==> src/rtl/ifetch_queue_pkg.sv <==
// ifetch_queue_pkg: shared word, queue entry and fetch FSM state types
package ifetch_queue_pkg;
  typedef logic [15:0] lc3b_word;
  typedef struct packed {lc3b_word pc; lc3b_word instr;} iq_entry_t;
  typedef enum logic [1:0] {IF_IDLE, IF_FETCH, IF_DISCARD} ifetch_state_t;
endpackage

==> src/rtl/ifetch_queue_instr_queue.sv <==
// instr_queue: in-order circular FIFO of fetched instructions with synchronous clear
module instr_queue import ifetch_queue_pkg::*; #(
  parameter int DEPTH = 8
) (
  input  logic      clk,
  input  logic      reset,
  input  logic      enq_i,
  input  logic      deq_i,
  input  logic      clear_i,
  input  iq_entry_t data_i,
  output logic      full_o,
  output logic      empty_o,
  output iq_entry_t head_o
);
  localparam int PW = $clog2(DEPTH);
  iq_entry_t       mem_q [DEPTH];
  logic [PW-1:0]   head_q, tail_q;
  logic [PW:0]     count_q;
  logic            do_deq;
  assign full_o  = count_q == (PW+1)'(DEPTH);
  assign empty_o = count_q == '0;
  assign do_deq  = deq_i && !empty_o;
  assign head_o  = mem_q[head_q];
  always_ff @(posedge clk or posedge reset)
    if (reset) begin
      head_q  <= '0;
      tail_q  <= '0;
      count_q <= '0;
    end else if (clear_i) begin
      head_q  <= '0;
      tail_q  <= '0;
      count_q <= '0;
    end else begin
      head_q  <= head_q + PW'(do_deq);
      tail_q  <= tail_q + PW'(enq_i);
      count_q <= count_q + (PW+1)'(enq_i) - (PW+1)'(do_deq);
    end
  always_ff @(posedge clk)
    if (enq_i && !clear_i) mem_q[tail_q] <= data_i;
endmodule

==> src/rtl/ifetch_queue.sv <==
// ifetch_queue: fetch PC and I-cache request FSM feeding an in-order instruction queue
module ifetch_queue import ifetch_queue_pkg::*; #(
  parameter int       DEPTH    = 8,
  parameter lc3b_word RESET_PC = 16'h0000
) (
  input  logic     clk,
  input  logic     reset,
  output logic     icache_read,
  output lc3b_word icache_address,
  input  logic     icache_resp,
  input  lc3b_word icache_rdata,
  input  logic     flush,
  input  lc3b_word flush_pc,
  input  logic     iq_dequeue,
  output logic     iq_empty,
  output lc3b_word iq_instr,
  output lc3b_word iq_pc
);
  ifetch_state_t state_q, state_d;
  lc3b_word      pc_q, pc_d, addr_q, addr_d;
  logic          full, enq;
  iq_entry_t     head;
  always_comb begin
    state_d        = state_q;
    pc_d           = pc_q;
    addr_d         = addr_q;
    icache_read    = 1'b0;
    icache_address = pc_q;
    enq            = 1'b0;
    case (state_q)
      IF_IDLE: begin
        state_d = IF_FETCH;
        pc_d    = flush ? flush_pc : pc_q;
      end
      IF_FETCH: begin
        icache_read = !full;
        enq         = icache_read && icache_resp && !flush;
        pc_d        = flush ? flush_pc : enq ? pc_q + 16'd2 : pc_q;
        // an unanswered read must be allowed to complete at its original address
        if (flush && icache_read && !icache_resp) begin
          state_d = IF_DISCARD;
          addr_d  = pc_q;
        end
      end
      IF_DISCARD: begin
        icache_read    = 1'b1;
        icache_address = addr_q;
        pc_d           = flush ? flush_pc : pc_q;
        state_d        = icache_resp ? IF_FETCH : IF_DISCARD;
      end
      default: state_d = IF_IDLE;
    endcase
  end
  always_ff @(posedge clk or posedge reset)
    if (reset) begin
      state_q <= IF_IDLE;
      pc_q    <= RESET_PC;
      addr_q  <= RESET_PC;
    end else begin
      state_q <= state_d;
      pc_q    <= pc_d;
      addr_q  <= addr_d;
    end
  instr_queue #(.DEPTH(DEPTH)) u_queue (
    .clk     (clk),
    .reset   (reset),
    .enq_i   (enq),
    .deq_i   (iq_dequeue),
    .clear_i (flush),
    .data_i  ('{pc: pc_q, instr: icache_rdata}),
    .full_o  (full),
    .empty_o (iq_empty),
    .head_o  (head)
  );
  assign iq_instr = iq_empty ? 16'h0 : head.instr;
  assign iq_pc    = iq_empty ? 16'h0 : head.pc;
endmodule

==> config.mk <==
export PLATFORM = sky130hd
export DESIGN_NAME = ifetch_queue
export DESIGN_NICKNAME = d
export VERILOG_FILES = /design/src/rtl/ifetch_queue_pkg.sv /design/src/rtl/ifetch_queue_instr_queue.sv /design/src/rtl/ifetch_queue.sv
export SDC_FILE = /design/constraint.sdc
export NUM_CORES = 1
export LEC_CHECK = 0
export BUFFER_PORTS_ARGS = -buffer_cell sky130_fd_sc_hd__buf_2
export CAP_MARGIN = 10
export CORE_MARGIN = 2
export CORE_UTILIZATION = 55
export CTS_BUF_LIST = sky130_fd_sc_hd__clkbuf_4
export CTS_CLUSTER_SIZE = 28
export DETAILED_ROUTE_END_ITERATION = 16
export GPL_ROUTABILITY_DRIVEN = 0
export HOLD_SLACK_MARGIN = 0.12
export PLACE_DENSITY = 0.71
export SYNTH_ARGS = -nofsm -noshare
export SYNTH_HDL_FRONTEND = slang
export SYNTH_SLANG_ARGS = --single-unit
==> constraint.sdc <==
create_clock -name clk -period 5.5 [get_ports clk]
set_input_delay 0.825 -clock clk [delete_from_list [all_inputs] [get_ports clk]]
set_output_delay 0.825 -clock clk [all_outputs]
set_load 0.02 [all_outputs]
==> reports/qor.yml <==
routing:
  ant_nets: 0
  first_pass_iters: 5
  wl_per_cell_um: 20.8
  first_iter_violations: 352
  avgViaCountPerCell: 5.76
  routed_wl_mm: 23.5
  routed-via-count: 6529
  drc: 0
synthesis:
  yosysSeqAreaShare_pct: 71.4
  synthSimpleGateAreaFrac_pct: 4.55
  synthMuxAreaShare_pct: 17.6
  synth_compound_area_share_pct: 2.73
  synth_ff_type: "edfxtp_1"
  syn_area_um2: 12300
  ys_warn_count: 0
  postSynthCellCount: 662
  synth-seq-cells: 300
  ys_types: 35
  async_flop_share_pct: 14.7
  synth_top_area_share_pct: 62.5
  yosys-top-cells-count: "edfxtp_1 (256), mux4_2 (64), nor2_1 (46)"
  synth_area_leaders: "edfxtp_1 (62%), mux4_2 (12%), dfrtp_1 (8.9%)"
  synth-adder-area-share_pct: 1.59
  syn_nets: 714
  post-synth-top-count-cell: "edfxtp_1"
  synth_top_family_by_area: "multiplexers"
  synth_xor_area_share_pct: 0.356
  synth_top_area_cell: "edfxtp_1"
  synth_edf_count: 256
  syn_area_per_cell_um2: 18.6
sta:
  slew_violations: 0
  final.setup_skew_ns: 0.0293
  worst_pin_slew_ns: 1.08
  fmax_ghz: 0.251
  tns_ns: 0
  setup_violations: 0
  slew_headroom_pct: 28.2
  finalHoldViolCount: 0
  period_share_pct: 72.5
  period_needed_ns: 3.99
  rsz0062_at_grt: "no"
global_route:
  grt_pass1_wl_mm: 36.9
  gr-total-overflow: 0
  antenna_found_initial: 0
  grt_max_degree: 50
  grtUsageTotal_pct: 20.5
  grt_pass1_vias: 6968
clock_tree:
  cts_hold_buffers: 0
  cts_tree: "yes"
  cts_setup_buffers: 0
  clockRootBuffer: "clkbuf_4"
  cts_resized: 0
  ctsHtreeMaxLevel: 3
  clkSinkCount: 300
  clk_path_buf_depth: 3
  insertion_delay_ns: 0.66
  cts_buffers: 77
  clk_pin_slew_ns: 0.05
die:
  die_height_um: 154
  core-area_um2: 21900
  die-area_um2: 23600
  initial_utilization_pct: 56.2
  rows: 54
  ios: 87
  die-width_um: 154
finish:
  final_area_um2: 13900
  final_net_count: 858
  drive_gt1_share_pct: 37.1
  nFillCells: 1582
  area_growth_pct: 13.3
  n_antenna_cell: 0
status:
  status: "completed"
min_path:
  hold_class: "input pin to async pin"
place:
  dp_hpwl_mm: 13.2
  dpl_cell_area_um2: 13100
  portBuffers: 86
worst_setup_path:
  cp_data_arrival_time_ns: 3.16
  critPathRequiredTime_ns: 4.68
  critPathKind: "register to primary output"
  startpoint: "u_queue.head_q[0]"
  reg2reg_from: "state_q[1]"
  cp-start-kind: "register"
  critPathCaptureType: "primary output"
  critPathMaxFanout: 49
pwr:
  power_density_nw_per_um2: 493
  peakVddDrop_mv: 0.368
  static-leakage-power_uw: 0.00482
run:
  max-cap-violations: 0
-- kinds of logic after synthesis --
kind of cell	Yosys count
fa+ha+maj	15
flops	300
simple gates	114
compound gates	55
buf+inv	44
mux	129
xor+xnor	5
-- report_power, final --
| part | internal (µW) | switching, µW | total (µW) |
|---|---|---|---|
| Sequential | 2780 | 402 | 3180 |
| Clock | 871 | 823 | 1690 |
| Combinational | 934 | 1060 | 1990 |
| Total | 4590 | 2280 | 6870 |
-- worst paths after layout --
check | end | slack (ns) | depth (start not counted)
hold reg to reg | addr_q[10] | 0.49 | 2
setup / recovery | iq_instr[6] | 1.51 | 5
max in group asynchronous | u_queue.head_q[0] | 4.77 | 3
hold / removal | state_q[1] | 0.30 | 3
setup reg to reg | u_queue.mem_q[2][2] | 2.71 | 7
min in group clk | pc_q[0] | 0.41 | 2
-- flip-flops by register name (all words and copies together) (netlist names) --
| name | flops |
|---|---|
| state_q | 2 |
| u_queue.mem_q | 256 |
| addr_q | 16 |
| u_queue.head_q | 3 |
| u_queue.count_q | 4 |
| pc_q | 16 |
| u_queue.tail_q | 3 |
-- placed cells by master, fill, tap and decap left out, types with 2 or more instances in the layout --
cell type | netlist | layout
edfxtp_1 | 256 | 256
clkbuf_4 | 0 | 104
buf_2 | 11 | 86
mux4_2 | 64 | 64
dfrtp_1 | 44 | 41
nor2_1 | 46 | 40
mux2i_1 | 34 | 34
mux2_2 | 23 | 23
a21oi_1 | 21 | 21
clkinv_1 | 0 | 19
nand2_1 | 18 | 18
o21ai_0 | 14 | 14
ha_1 | 14 | 14
buf_4 | 7 | 14
a2bb2oi_1 | 10 | 10
inv_1 | 9 | 9
nand2b_1 | 8 | 8
mux2_4 | 8 | 8
nor2b_1 | 8 | 8
nand3_1 | 8 | 8
o22ai_1 | 7 | 7
nor2_4 | 0 | 6
nand4_1 | 6 | 6
xnor2_1 | 5 | 5
and4_1 | 4 | 4
nor3b_1 | 4 | 3
nor3_2 | 0 | 3
or3b_1 | 2 | 2
nor3_1 | 5 | 2
and3_1 | 2 | 2
and2_1 | 2 | 2
inv_2 | 0 | 2
clkinv_2 | 0 | 2
dfrtp_2 | 0 | 2
-- worst max-delay path: stages (launching register included) --
cell	delay, ns
dfrtp_4	1.06
buf_4	0.47
mux4_2	0.55
mux2i_1	0.15
nor2_1	0.07
buf_2	0.18
-- layout make-up --
type / count / area, µm² / area share [%]
well taps: 280 / 350 / 2.51
repair buffers: 100 / 536 / 3.84
clock buffers: 104 / 781 / 5.60
inverters: 9 / 33.8 / 0.242
flip-flops and latches: 300 / 8790 / 63.1
multi-input cells: 318 / 3360 / 24.1
clock inverters: 23 / 88.8 / 0.637
-- routing by layer --
| metal | routed length [µm] | track usage, % | up-vias |
|---|---|---|---|
| li1 | - | - | 2964 |
| met1 | 9960 | 27.0 | 3319 |
| met2 | 11900 | 33.5 | 203 |
| met3 | 1250 | 4.85 | 43 |
| met4 | 477 | 8.04 | 0 |
| met5 | 0 | 0 | - |
-- metrics by stage --
step	power [µW]	setup slack [ns]	hold WS [ns]	utilization (%)	instances
floorplan	4640	1.56	0.450	-	662
global placement	5170	2.14	0.463	59.7	1007
detailed placement	5250	2.08	0.485	59.7	1007
CTS	6960	1.37	0.283	63.7	1134
global route	7270	1.18	0.342	63.7	1134
finish	6870	1.51	0.304	63.7	1134
Power figures use the tool's default switching activity.
